===== config.mk =====
export PLATFORM = sky130hd
export DESIGN_NAME = tm_exec
export DESIGN_NICKNAME = d
export VERILOG_FILES = /design/src/rtl/tm_exec.sv
export SDC_FILE = /design/constraint.sdc
export NUM_CORES = 1
export LEC_CHECK = 0
export ABC_CLOCK_PERIOD_IN_PS = 2400
export CORE_MARGIN = 1
export CORE_UTILIZATION = 40
export DETAILED_ROUTE_END_ITERATION = 6
export PLACE_DENSITY = 0.77
export SETUP_SLACK_MARGIN = 0.2
export SYNTH_ARGS = -nofsm -noshare
export SYNTH_HDL_FRONTEND = slang
export SYNTH_SLANG_ARGS = --single-unit

===== constraint.sdc =====
create_clock -name clk -period 2.4 [get_ports clk]
set_clock_uncertainty 0.15 [all_clocks]
set_input_delay 0.36 -clock clk [delete_from_list [all_inputs] [get_ports clk]]
set_output_delay 0.36 -clock clk [all_outputs]
set_load 0.05 [all_outputs]

===== src/rtl/tm_exec.sv =====
// tm_exec: Turing-machine step controller; looks up {state, symbol} rules and
// drives the tape move handshake, with run/pause/single-step, halt and step limit.
module tm_exec #(
   parameter int STATE_BITS = 4,
   parameter int CNT_BITS   = 24
) (
   input  logic                     clk,
   input  logic                     rst_n,
   input  logic                     start_i,
   input  logic                     run_i,
   input  logic                     step_i,
   input  logic [STATE_BITS-1:0]    start_state_i,
   input  logic [CNT_BITS-1:0]      max_steps_i,
   output logic                     rule_req_o,
   output logic [STATE_BITS+7:0]    rule_addr_o,
   input  logic                     rule_ack_i,
   input  logic [STATE_BITS+9:0]    rule_data_i,
   input  logic [7:0]               tape_data_i,
   input  logic                     tape_valid_i,
   output logic                     tape_move_o,
   output logic                     tape_move_dir_o,
   output logic [7:0]               tape_move_data_o,
   input  logic                     tape_move_done_i,
   output logic [STATE_BITS-1:0]    state_o,
   output logic [CNT_BITS-1:0]      step_count_o,
   output logic                     busy_o,
   output logic                     halted_o,
   output logic                     timeout_o
);
   localparam int RULE_W = 10 + STATE_BITS;
   localparam logic [2:0] S_IDLE   = 3'd0;
   localparam logic [2:0] S_WAIT   = 3'd1;
   localparam logic [2:0] S_RULE   = 3'd2;
   localparam logic [2:0] S_MOVE   = 3'd3;
   localparam logic [2:0] S_HALTED = 3'd4;

   logic [2:0]            fsm_q, fsm_d;
   logic [STATE_BITS-1:0] cur_q, cur_d;
   logic [CNT_BITS-1:0]   cnt_q, cnt_d;
   logic [7:0]            sym_q, sym_d;
   logic [RULE_W-1:0]     rule_q, rule_d;
   logic                  req_q, req_d;
   logic                  move_q, move_d;
   logic                  tmo_q, tmo_d;

   always_comb begin
      fsm_d  = fsm_q;
      cur_d  = cur_q;
      cnt_d  = cnt_q;
      sym_d  = sym_q;
      rule_d = rule_q;
      req_d  = req_q;
      move_d = move_q;
      tmo_d  = tmo_q;
      case (fsm_q)
         S_IDLE, S_HALTED:
            if (start_i) begin
               cur_d = start_state_i;
               cnt_d = '0;
               tmo_d = 1'b0;
               fsm_d = S_WAIT;
            end
         S_WAIT:
            // The step limit wins over starting another step.
            if (max_steps_i != '0 && cnt_q == max_steps_i) begin
               tmo_d = 1'b1;
               fsm_d = S_HALTED;
            end else if (tape_valid_i && (run_i || step_i)) begin
               sym_d = tape_data_i;
               req_d = 1'b1;
               fsm_d = S_RULE;
            end
         S_RULE:
            if (rule_ack_i) begin
               rule_d = rule_data_i;
               req_d  = 1'b0;
               if (rule_data_i[9]) begin
                  fsm_d = S_HALTED;
               end else begin
                  move_d = 1'b1;
                  fsm_d  = S_MOVE;
               end
            end
         S_MOVE:
            if (tape_move_done_i) begin
               move_d = 1'b0;
               cur_d  = rule_q[RULE_W-1:10];
               cnt_d  = (&cnt_q) ? cnt_q : cnt_q + CNT_BITS'(1);
               fsm_d  = S_WAIT;
            end
         default: fsm_d = S_IDLE;
      endcase
   end

   always_ff @(posedge clk or negedge rst_n) begin
      if (!rst_n) begin
         fsm_q  <= S_IDLE;
         cur_q  <= '0;
         cnt_q  <= '0;
         sym_q  <= '0;
         rule_q <= '0;
         req_q  <= 1'b0;
         move_q <= 1'b0;
         tmo_q  <= 1'b0;
      end else begin
         fsm_q  <= fsm_d;
         cur_q  <= cur_d;
         cnt_q  <= cnt_d;
         sym_q  <= sym_d;
         rule_q <= rule_d;
         req_q  <= req_d;
         move_q <= move_d;
         tmo_q  <= tmo_d;
      end
   end

   assign rule_req_o       = req_q;
   assign rule_addr_o      = {cur_q, sym_q};
   assign tape_move_o      = move_q;
   assign tape_move_dir_o  = rule_q[8];
   assign tape_move_data_o = rule_q[7:0];
   assign state_o          = cur_q;
   assign step_count_o     = cnt_q;
   assign halted_o         = fsm_q == S_HALTED;
   assign busy_o           = fsm_q != S_IDLE && fsm_q != S_HALTED;
   assign timeout_o        = tmo_q;
endmodule


* Word-level counts from Yosys, hierarchy flattened
Cells that the tools add are included.
Word-level totals: flip-flop bits (word level) 56, input bits 58, output and inout bits 54, logic and storage cells 71
Cells by class: add/subtract/negate cells 1, eq/ne operators 15, muxes and demuxes 25, bitwise operators 1, reductions and logical operators 21
Operators by type and width (count):
- 24-bit 2-to-1 mux | 3
- 24-bit one-hot mux with 2 select lines | 1
- 24-bit by 1-bit adder with 24-bit output, second input constant | 1
- 24-bit == test | 1
- 24-bit AND reduction | 1
- 24-bit nonzero test | 1
- 3-bit 2-to-1 mux | 6
- 2-bit inequality test, second input constant | 8
- 4-bit AND reduction | 4
- 3-bit one-hot mux with 4 select lines | 1
- 3-bit AND reduction | 3
- 1-bit 2-to-1 mux | 8
- 4-bit 2-to-1 mux | 2
- 4-bit one-hot mux with 2 select lines | 1
- 2-bit nonzero test | 4
- 3-bit by 2-bit == test with 1-bit output, second input constant | 2
- 3-bit inequality test, second input constant | 2
- 1-bit one-hot mux with 2 select lines | 3
- 3-bit by 1-bit == test with 1-bit output, second input constant | 1
- 3-bit == test, second input constant | 1
- 1-bit logical AND | 3
- 3-bit logical NOT | 1
- 3-bit nonzero test | 1
- 2-bit AND reduction | 1
- other kinds (3) | 3

* Depth between registers and ports, before layout
Gate-level depths: netlist of the first run.
depth in word-level cells 5, mapped depth 9, depth with buffers taken out 7

* Least setup slack after synthesis of the first run
Ideal clock, no wire load.
path type register to register, start point register cnt_q[0], in the netlist step_count_o[0], end point register cnt_q[18], in the netlist step_count_o[18], data arrival time 2.486 ns, required time 2.173 ns, path slack -0.313 ns, cell stages (with the launch flop) 7, path buffers 0, cell sequence dfrtp_1 -> ha_1 -> nand4_2 -> or4_1 -> a211o_1 -> or3_1 -> a21oi_1
Between the ends: word-level cells in the longest chain between the ends 4
Ends and longest elaborated chain:
- from (decl) | line 39 | logic [CNT_BITS-1:0] cnt_q, cnt_d;
- from (signal assigned) | line 108 | cnt_q <= cnt_d;
- 24-bit by 1-bit adder with 24-bit output | line 88 | cnt_d = (&cnt_q) ? cnt_q : cnt_q + CNT_BITS'(1);
- 24-bit 2-to-1 mux | line 88
- 24-bit 2-to-1 mux | line 85 | if (tape_move_done_i) begin
- 24-bit one-hot mux with 2 select lines | line 55 | case (fsm_q)
Several ways; a longest one is shown, not always the timed one. The select of a mux whose other input is x is not followed. A chain may end at the register's enable or synchronous reset.

* Worst setup path in the final report of the first run
start point input max_steps_i[12], end point register sym_q[6]
Between the ends: word-level cells in the longest chain between the ends 4
Ends and longest elaborated chain:
- from (decl) | line 13 | input logic [CNT_BITS-1:0] max_steps_i,
- 24-bit == test or 24-bit nonzero test (tied branches) | line 65 | if (max_steps_i != '0 && cnt_q == max_steps_i) begin
- 1-bit logical AND * | line 65
- 1-bit NOT (no source line) *
- 3-bit AND reduction (no source line) *
- to (signal assigned) | line 109 | sym_q <= sym_d;
- to (decl) | line 40 | logic [7:0] sym_q, sym_d;
Every way passes the cells marked *; elsewhere a longest branch is shown, timed or not.

==> results.yml, run 1 <==
global_route:
  track_usage_pct: 20.96
  grt_pass1_vias: 2782
  grt_overflow: 0
  grt_pass1_wl_mm: 12.69
  antenna_found_initial: 0
  grt_max_degree: 33
detailed_routing:
  vias_per_cell: 5.164
  vias: 2680
  wl_per_cell_um: 15.61
  antenna_left: 0
  finalWirelength_mm: 8.099
  dr.pass1.iters: 4
  drc: 0
  drtIter0Drc: 123
sta:
  worstMarginPinSlew_ns: 0.7352
  rsz0062_at_grt: "true"
  clock.fmax_ghz: 0.4508
  period_share_pct: 92.43
  fin_crit_ns: 2.218
  slew_headroom_pct: 50.99
  slew_viol_final: 0
  setup_viol: 0
  setup_tns_ns: 0
  hold_viol: 0
setup_path:
  critPathLaunchType: "input port"
  cp.arrival_ns: 2.27
  end_kind: "register"
  crit_required_ns: 2.45
  timing.setup.critical_path_class: "in -> reg"
  cp_max_fo: 5
synthesis:
  async_reset_ff_share_pct: 100.0
  ys_seq_elements: 55
  yosysUniqueCellTypes: 42
  syn_area_um2: 2972
  ys_warn_count: 0
  netlist_instances: 289
  ys_seq_area_share_pct: 46.32
  synth_edf_count: 0
  muxShareOfSynthArea_pct: 9.642
  synth_common_cells: "55 x dfrtp_1, 26 x nor2_1, 25 x xor2_1"
  ys.flop_type: "dfrtp_1"
  synthAdderAreaFrac_pct: 0.4211
  yosys.area_share.simple_pct: 19.41
  synth_top_area_share_pct: 46.32
  syn-num-nets: 348
  yosys.area.top_type: "dfrtp_1"
  synthTopCellsByArea: "dfrtp_1 46%, mux2_2 8.0%, xor2_1 7.4%"
  synth_top_family_by_area: "simple AND/OR/NAND/NOR gates"
  synth_compound_area_share_pct: 6.442
  syn_avg_cell_area_um2: 10.28
  synth.most_common_cell: "dfrtp_1"
  yosys.area_share.xor_xnor_pct: 12.08
clock_network:
  htree_levels: 2
  clk_latency_ns: 0.30
  clock-root-buffer: "clkbuf_8"
  clk_pin_slew_worst_paths_ns: 0.11
  clock_path_buffers: 2
  clock-sinks: 55
  numCtsBuffers: 5
  cts_tree: "yes"
placement:
  placed_area_um2: 4275
  portBuffers: 111
  routabilityCongestion: 0.8275
  hpwlAfterDp_mm: 5.932
power_and_ir_drop:
  pwr-share-seq_pct: 33.2
  p_switching_mw: 1.853
  pwr_density_cell_nw_per_um2: 901.4
  leakagePower_nw: 1.938
  p_int_mw: 2.224
  clkPwrFrac_pct: 13.0
  p_comb_share_pct: 53.8
  ir_drop_uv: 932.3
  p_sw_share_pct: 45.45
finish:
  area_growth_pct: 52.21
  nets: 478
  finalInstanceArea_um2: 4523
  drive_gt1_share_pct: 23.33
  diodes: 0
  fill_cells: 608
floorplan:
  dieHeight_um: 88.19
  core_um2: 7214
  die_area_um2: 7777
  fp-row-count: 31
  die_w_um: 88.19
  start_util_pct: 41.19
  ios: 112
worst_hold_path:
  hp-class: "reg -> reg"
run:
  cap_violations: 0
outcome:
  status: "completed"
==> final timing paths <==
| kind | from | endpoint | slack [ns] | cells past startpoint |
|---|---|---|---|---|
| setup / recovery | max_steps_i[12] | sym_q[6]$_DFFE_PN0P_ | 0.18 | 8 |
| hold reg to reg | state_o[0]$_DFFE_PN0P_ | state_o[0]$_DFFE_PN0P_ | 0.37 | 2 |
| setup reg to reg | step_count_o[5]$_DFFE_PN0P_ | step_count_o[16]$_DFFE_PN0P_ | 0.21 | 5 |
| min in group asynchronous | rst_n | sym_q[0]$_DFFE_PN0P_ | 0.50 | 2 |
| max in group asynchronous | rst_n | fsm_q[1]$_DFFE_PN0P_ | 0.78 | 3 |
| hold / removal | state_o[0]$_DFFE_PN0P_ | state_o[0]$_DFFE_PN0P_ | 0.37 | 2 |
==> registers in the layout (all words and copies together), names as in the netlist <==
register      cells
rule_q           13
tape_move_o       1
sym_q             8
rule_req_o        1
timeout_o         1
fsm_q             3
step_count_o     24
state_o           4
==> kinds of logic after synthesis <==
logic type | after synthesis
XOR/XNOR | 41
AO/OA/AOI/OAI | 31
AND/OR/NAND/NOR | 109
flip-flops | 55
adder cells (fa/ha/maj) | 1
multiplexers | 26
buffers and inverters | 26
==> layer usage <==
metal,global-route usage (%),share of wire [%],vias up
li1,-,-,1267
met1,24.93,41,1288
met2,36.43,48,117
met3,6.786,9.7,8
met4,5.572,0.99,0
met5,0,0,-
==> cell type report <==
cell class | instances | area (µm²) | area share [%]
tap | 99 | 123.9 | 2.739
clock inverter | 3 | 23.77 | 0.5256
timing repair buffer | 143 | 1370 | 30.29
clock buffer | 5 | 68.82 | 1.521
sequential | 55 | 1396 | 30.87
inverter | 5 | 18.77 | 0.4149
multi-input combinational | 209 | 1521 | 33.64
==> per-stage QoR <==
step | power, mW | hold slack, ns | worst slack (ns) | cells | utilization (%)
2_1_floorplan | 2.894 | -0.08559 | 0.1289 | 289 | -
4_1_cts | 4.097 | 0.3717 | 0.2024 | 515 | 61.43
3_5_place_dp | 3.534 | 0.3115 | -0.2121 | 501 | 59.26
6_report | 4.077 | 0.3672 | 0.1816 | 519 | 62.70
5_1_grt | 4.277 | 0.3907 | 0.1174 | 519 | 62.70
3_3_place_gp | 3.486 | 0.2962 | -0.1984 | 501 | 59.26
==> layout by cell type, fill, tap and decap left out, types with 2 or more instances in the layout <==
cell type        netlist  routed
xnor2_1               16      16
a21o_1                 2       2
xor2_1                25      24
mux2i_1                5       5
buf_6                  0       3
clkinvlp_4             0       2
nor3_1                 7       6
or3_1                  6       6
nor4_2                 1       5
a21oi_1                5       5
dfrtp_2                0      16
mux2_2                21      21
dfrtp_1               55      39
a22oi_1                2       2
nand2_1               19      19
nor4_1                12       7
nor2_4                 0       2
a31oi_1                3       3
o21ai_0               13      13
dlymetal6s2s_1         0       6
nand4_1               11      11
nand3_1               11      11
buf_4                 13      30
and3_2                 2       2
nor2_1                26      24
clkbuf_8               2       5
and3_1                 4       4
and2_1                 2       2
inv_1                  5       5
clkdlybuf4s50_1        0     102
==> power by group through the flow <==
| stage | sequential [mW] | combinational [mW] | clock, mW |
|---|---|---|---|
| after CTS | 1.35 | 2.20 | 0.546 |
| after detailed placement | 1.38 | 2.15 | 0 |
| final | 1.35 | 2.19 | 0.529 |
| after floorplan | 1.79 | 1.11 | 0 |
| after global placement | 1.36 | 2.12 | 0 |
| after global routing | 1.39 | 2.31 | 0.577 |
==> critical path: stages <==
cell             delay (ns)
clkdlybuf4s50_1        0.45
nor4_1                 0.39
nand4_1                0.17
nor2_2                 0.16
nor4_4                 0.06
buf_6                  0.14
nor2_4                 0.17
mux2_2                 0.36
==> what timing repair did <==
action	CTS	global route
hold endpoints to repair	31	0
endpoints found under the setup margin	13	26
resized for setup	3	17
pin swaps	0	5
setup buffers	4	4
hold buffers	1	0
gates cloned	1	0
Note: power is estimated with default switching activity, not from simulation.
==> run 2, diff against run 1 <==
Settings changed: CORE_UTILIZATION 40 to 39, PLACE_DENSITY 0.77 to 0.75.
==> run 2 against run 1 <==
Compared with the run above:
- fmax fell by 0.46%
- global-route usage rose by 0.64 points
- non-clock buffer count rose by 1
- cell count rose by 0.19%
- critical endpoint is now sym_q[7]$_DFFE_PN0P_
- via count barely moved
- die area rose by 2.5%
- sequential share of layout area fell by 0.26 points
- sequential cell count did not move
- register-to-register slack improved by 0.02 ns
==> results.yml, run 2 (synthesized netlist as in run 1, its figures left out) <==
outcome:
  status: "completed"
setup_path:
  timing.setup.critical_path_class: "in -> reg"
  critPathTopFamily: "simple AND/OR/NAND/NOR gates"
  crit_required_ns: 2.44
  critPathLaunchType: "input port"
  cp_max_fo: 5
  slowest_delay_ns: 0.47
  crit_slowest_cell: "clkdlybuf4s50_1"
  end_kind: "register"
  path_buf_inv: 2
  path_cells: "clkdlybuf4s50_1 > nor4_1 > nand4_1 > nor2_2 > nor4_4 > buf_6 > nor2_4 > mux2_2"
  cp.arrival_ns: 2.27
floorplan:
  fp-row-count: 31
  core_um2: 7292
  ios: 112
  die_w_um: 89.29
  start_util_pct: 40.75
  dieHeight_um: 89.29
  die_area_um2: 7973
placement:
  dp_cells: 503
  hpwlAfterDp_mm: 6.069
  placed_area_um2: 4303
  place_ws_ns: -0.2697
  portBuffers: 111
  routabilityCongestion: 0.8122
run:
  cap_violations: 0
global_route:
  grt_max_degree: 30
  track_usage_pct: 21.59
  antenna_found_initial: 0
  grt_pass1_vias: 2739
  grt_pass1_wl_mm: 12.93
  grt_overflow: 0
worst_hold_path:
  hp-class: "reg -> reg"
power_and_ir_drop:
  p_switching_mw: 1.806
  p_int_mw: 2.241
  p_comb_share_pct: 54.6
  p_sw_share_pct: 44.63
  pwr_density_cell_nw_per_um2: 888.1
  finalPower_mw: 4.047
  pwr-share-seq_pct: 33.5
  clkPwrFrac_pct: 11.8
  leakagePower_nw: 1.942
  ir_drop_uv: 769.4
sta:
  fin_crit_ns: 2.229
  slew_headroom_pct: 51.82
  worstMarginPinSlew_ns: 0.7226
  slew_viol_final: 0
  setup_viol: 0
  fin_ws_ns: 0.1714
  finalHoldWorstSlack_ns: 0.3592
  setup_tns_ns: 0
  clock.fmax_ghz: 0.4487
  rsz0062_at_grt: "true"
  period_share_pct: 92.86
  hold_viol: 0
finish:
  area_growth_pct: 53.35
  multi_input_area_um2: 1577
  fill_cells: 633
  final_util_pct: 62.49
  diodes: 0
  largest_reg_flops: 24
  final_cell_mix: "98 x clkdlybuf4s50_1, 40 x dfrtp_1, 31 x buf_4, 24 x nor2_1, 24 x xor2_1"
  drive_gt1_share_pct: 24.47
  final_cells: 520
  register_area_um2: 1395
  finalInstanceArea_um2: 4557
  nets: 480
  layout_commonest_cell: "clkdlybuf4s50_1"
detailed_routing:
  dr.pass1.iters: 4
  wl_per_cell_um: 15.88
  vias_per_cell: 5.156
  antenna_left: 0
  drc: 0
  vias: 2681
  drtIter0Drc: 83
  finalWirelength_mm: 8.258
clock_network:
  cts_tree: "yes"
  clk_pin_slew_worst_paths_ns: 0.09
  numCtsBuffers: 5
  clk_latency_ns: 0.31
  clock_path_buffers: 2
  clock-sinks: 55
  clock-root-buffer: "clkbuf_8"
  htree_levels: 2
==> run 2: changes by cell type in the layout (fill, tap and decap cells not counted), sizes merged, moves of 2 or more <==
| cell | delta |
|---|---|
| clkinvlp | -2 |
| clkdlybuf4s50 | -4 |
| dlygate4sd2 | +8 |
| dlymetal6s2s | -4 |
| clkbuf | +2 |
==> run 2: worst paths after layout <==
check	startpoint	end	slack, ns	cells after the start
max	max_steps_i[21]	sym_q[7]$_DFFE_PN0P_	0.17	8
min	rule_q[11]$_DFFE_PN0P_	rule_q[11]$_DFFE_PN0P_	0.36	1
max reg2reg	step_count_o[1]$_DFFE_PN0P_	step_count_o[20]$_DFFE_PN0P_	0.23	6
min reg2reg	rule_q[11]$_DFFE_PN0P_	rule_q[11]$_DFFE_PN0P_	0.36	1
max in group asynchronous	rst_n	step_count_o[1]$_DFFE_PN0P_	0.98	3
min in group asynchronous	rst_n	step_count_o[4]$_DFFE_PN0P_	0.52	2
==> run 2: power groups by stage <==
stage | logic, mW | registers, mW | clock network (mW)
2_1_floorplan | 1.11 | 1.79 | 0
6_report | 2.21 | 1.36 | 0.479
3_3_place_gp | 2.15 | 1.36 | 0
4_1_cts | 2.20 | 1.36 | 0.499
3_5_place_dp | 2.18 | 1.38 | 0
5_1_grt | 2.33 | 1.39 | 0.535
==> run 2: per-layer routing <==
metal | GRT usage (%) | part of all wire, % | wire (µm)
met2 | 39.49 | 51 | 4210
met4 | 5.628 | 1.2 | 99
met3 | 6.371 | 8.0 | 664
met1 | 24.59 | 40 | 3283
met5 | 0 | 0 | 0
==> run 2: worst reg2reg max path, stage by stage (launching register included) <==
cell	delay (ns)
dfrtp_2	0.45
ha_4	0.17
nand4_4	0.13
or4_4	0.46
a211o_4	0.31
or3_4	0.33
a21oi_2	0.12
==> run 2: layout make-up <==
class                           count  area share [%]
Inverter                            5          0.4119
Clock buffer                        7           1.675
Sequential cell                    55           30.62
Timing Repair Buffer              144           29.98
Multi-Input combinational cell    210           34.60
Tap cell                           99           2.718
==> run 2: repair_timing <==
| item | in CTS | in global routing |
|---|---|---|
| hold buffers | 1 | 0 |
| hold endpoints to repair | 28 | 0 |
| endpoints found under the setup margin | 14 | 33 |
| resized for setup | 17 | 16 |
| buffers inserted | 5 | 2 |
| gates cloned | 2 | 0 |
| pin swaps | 5 | 12 |
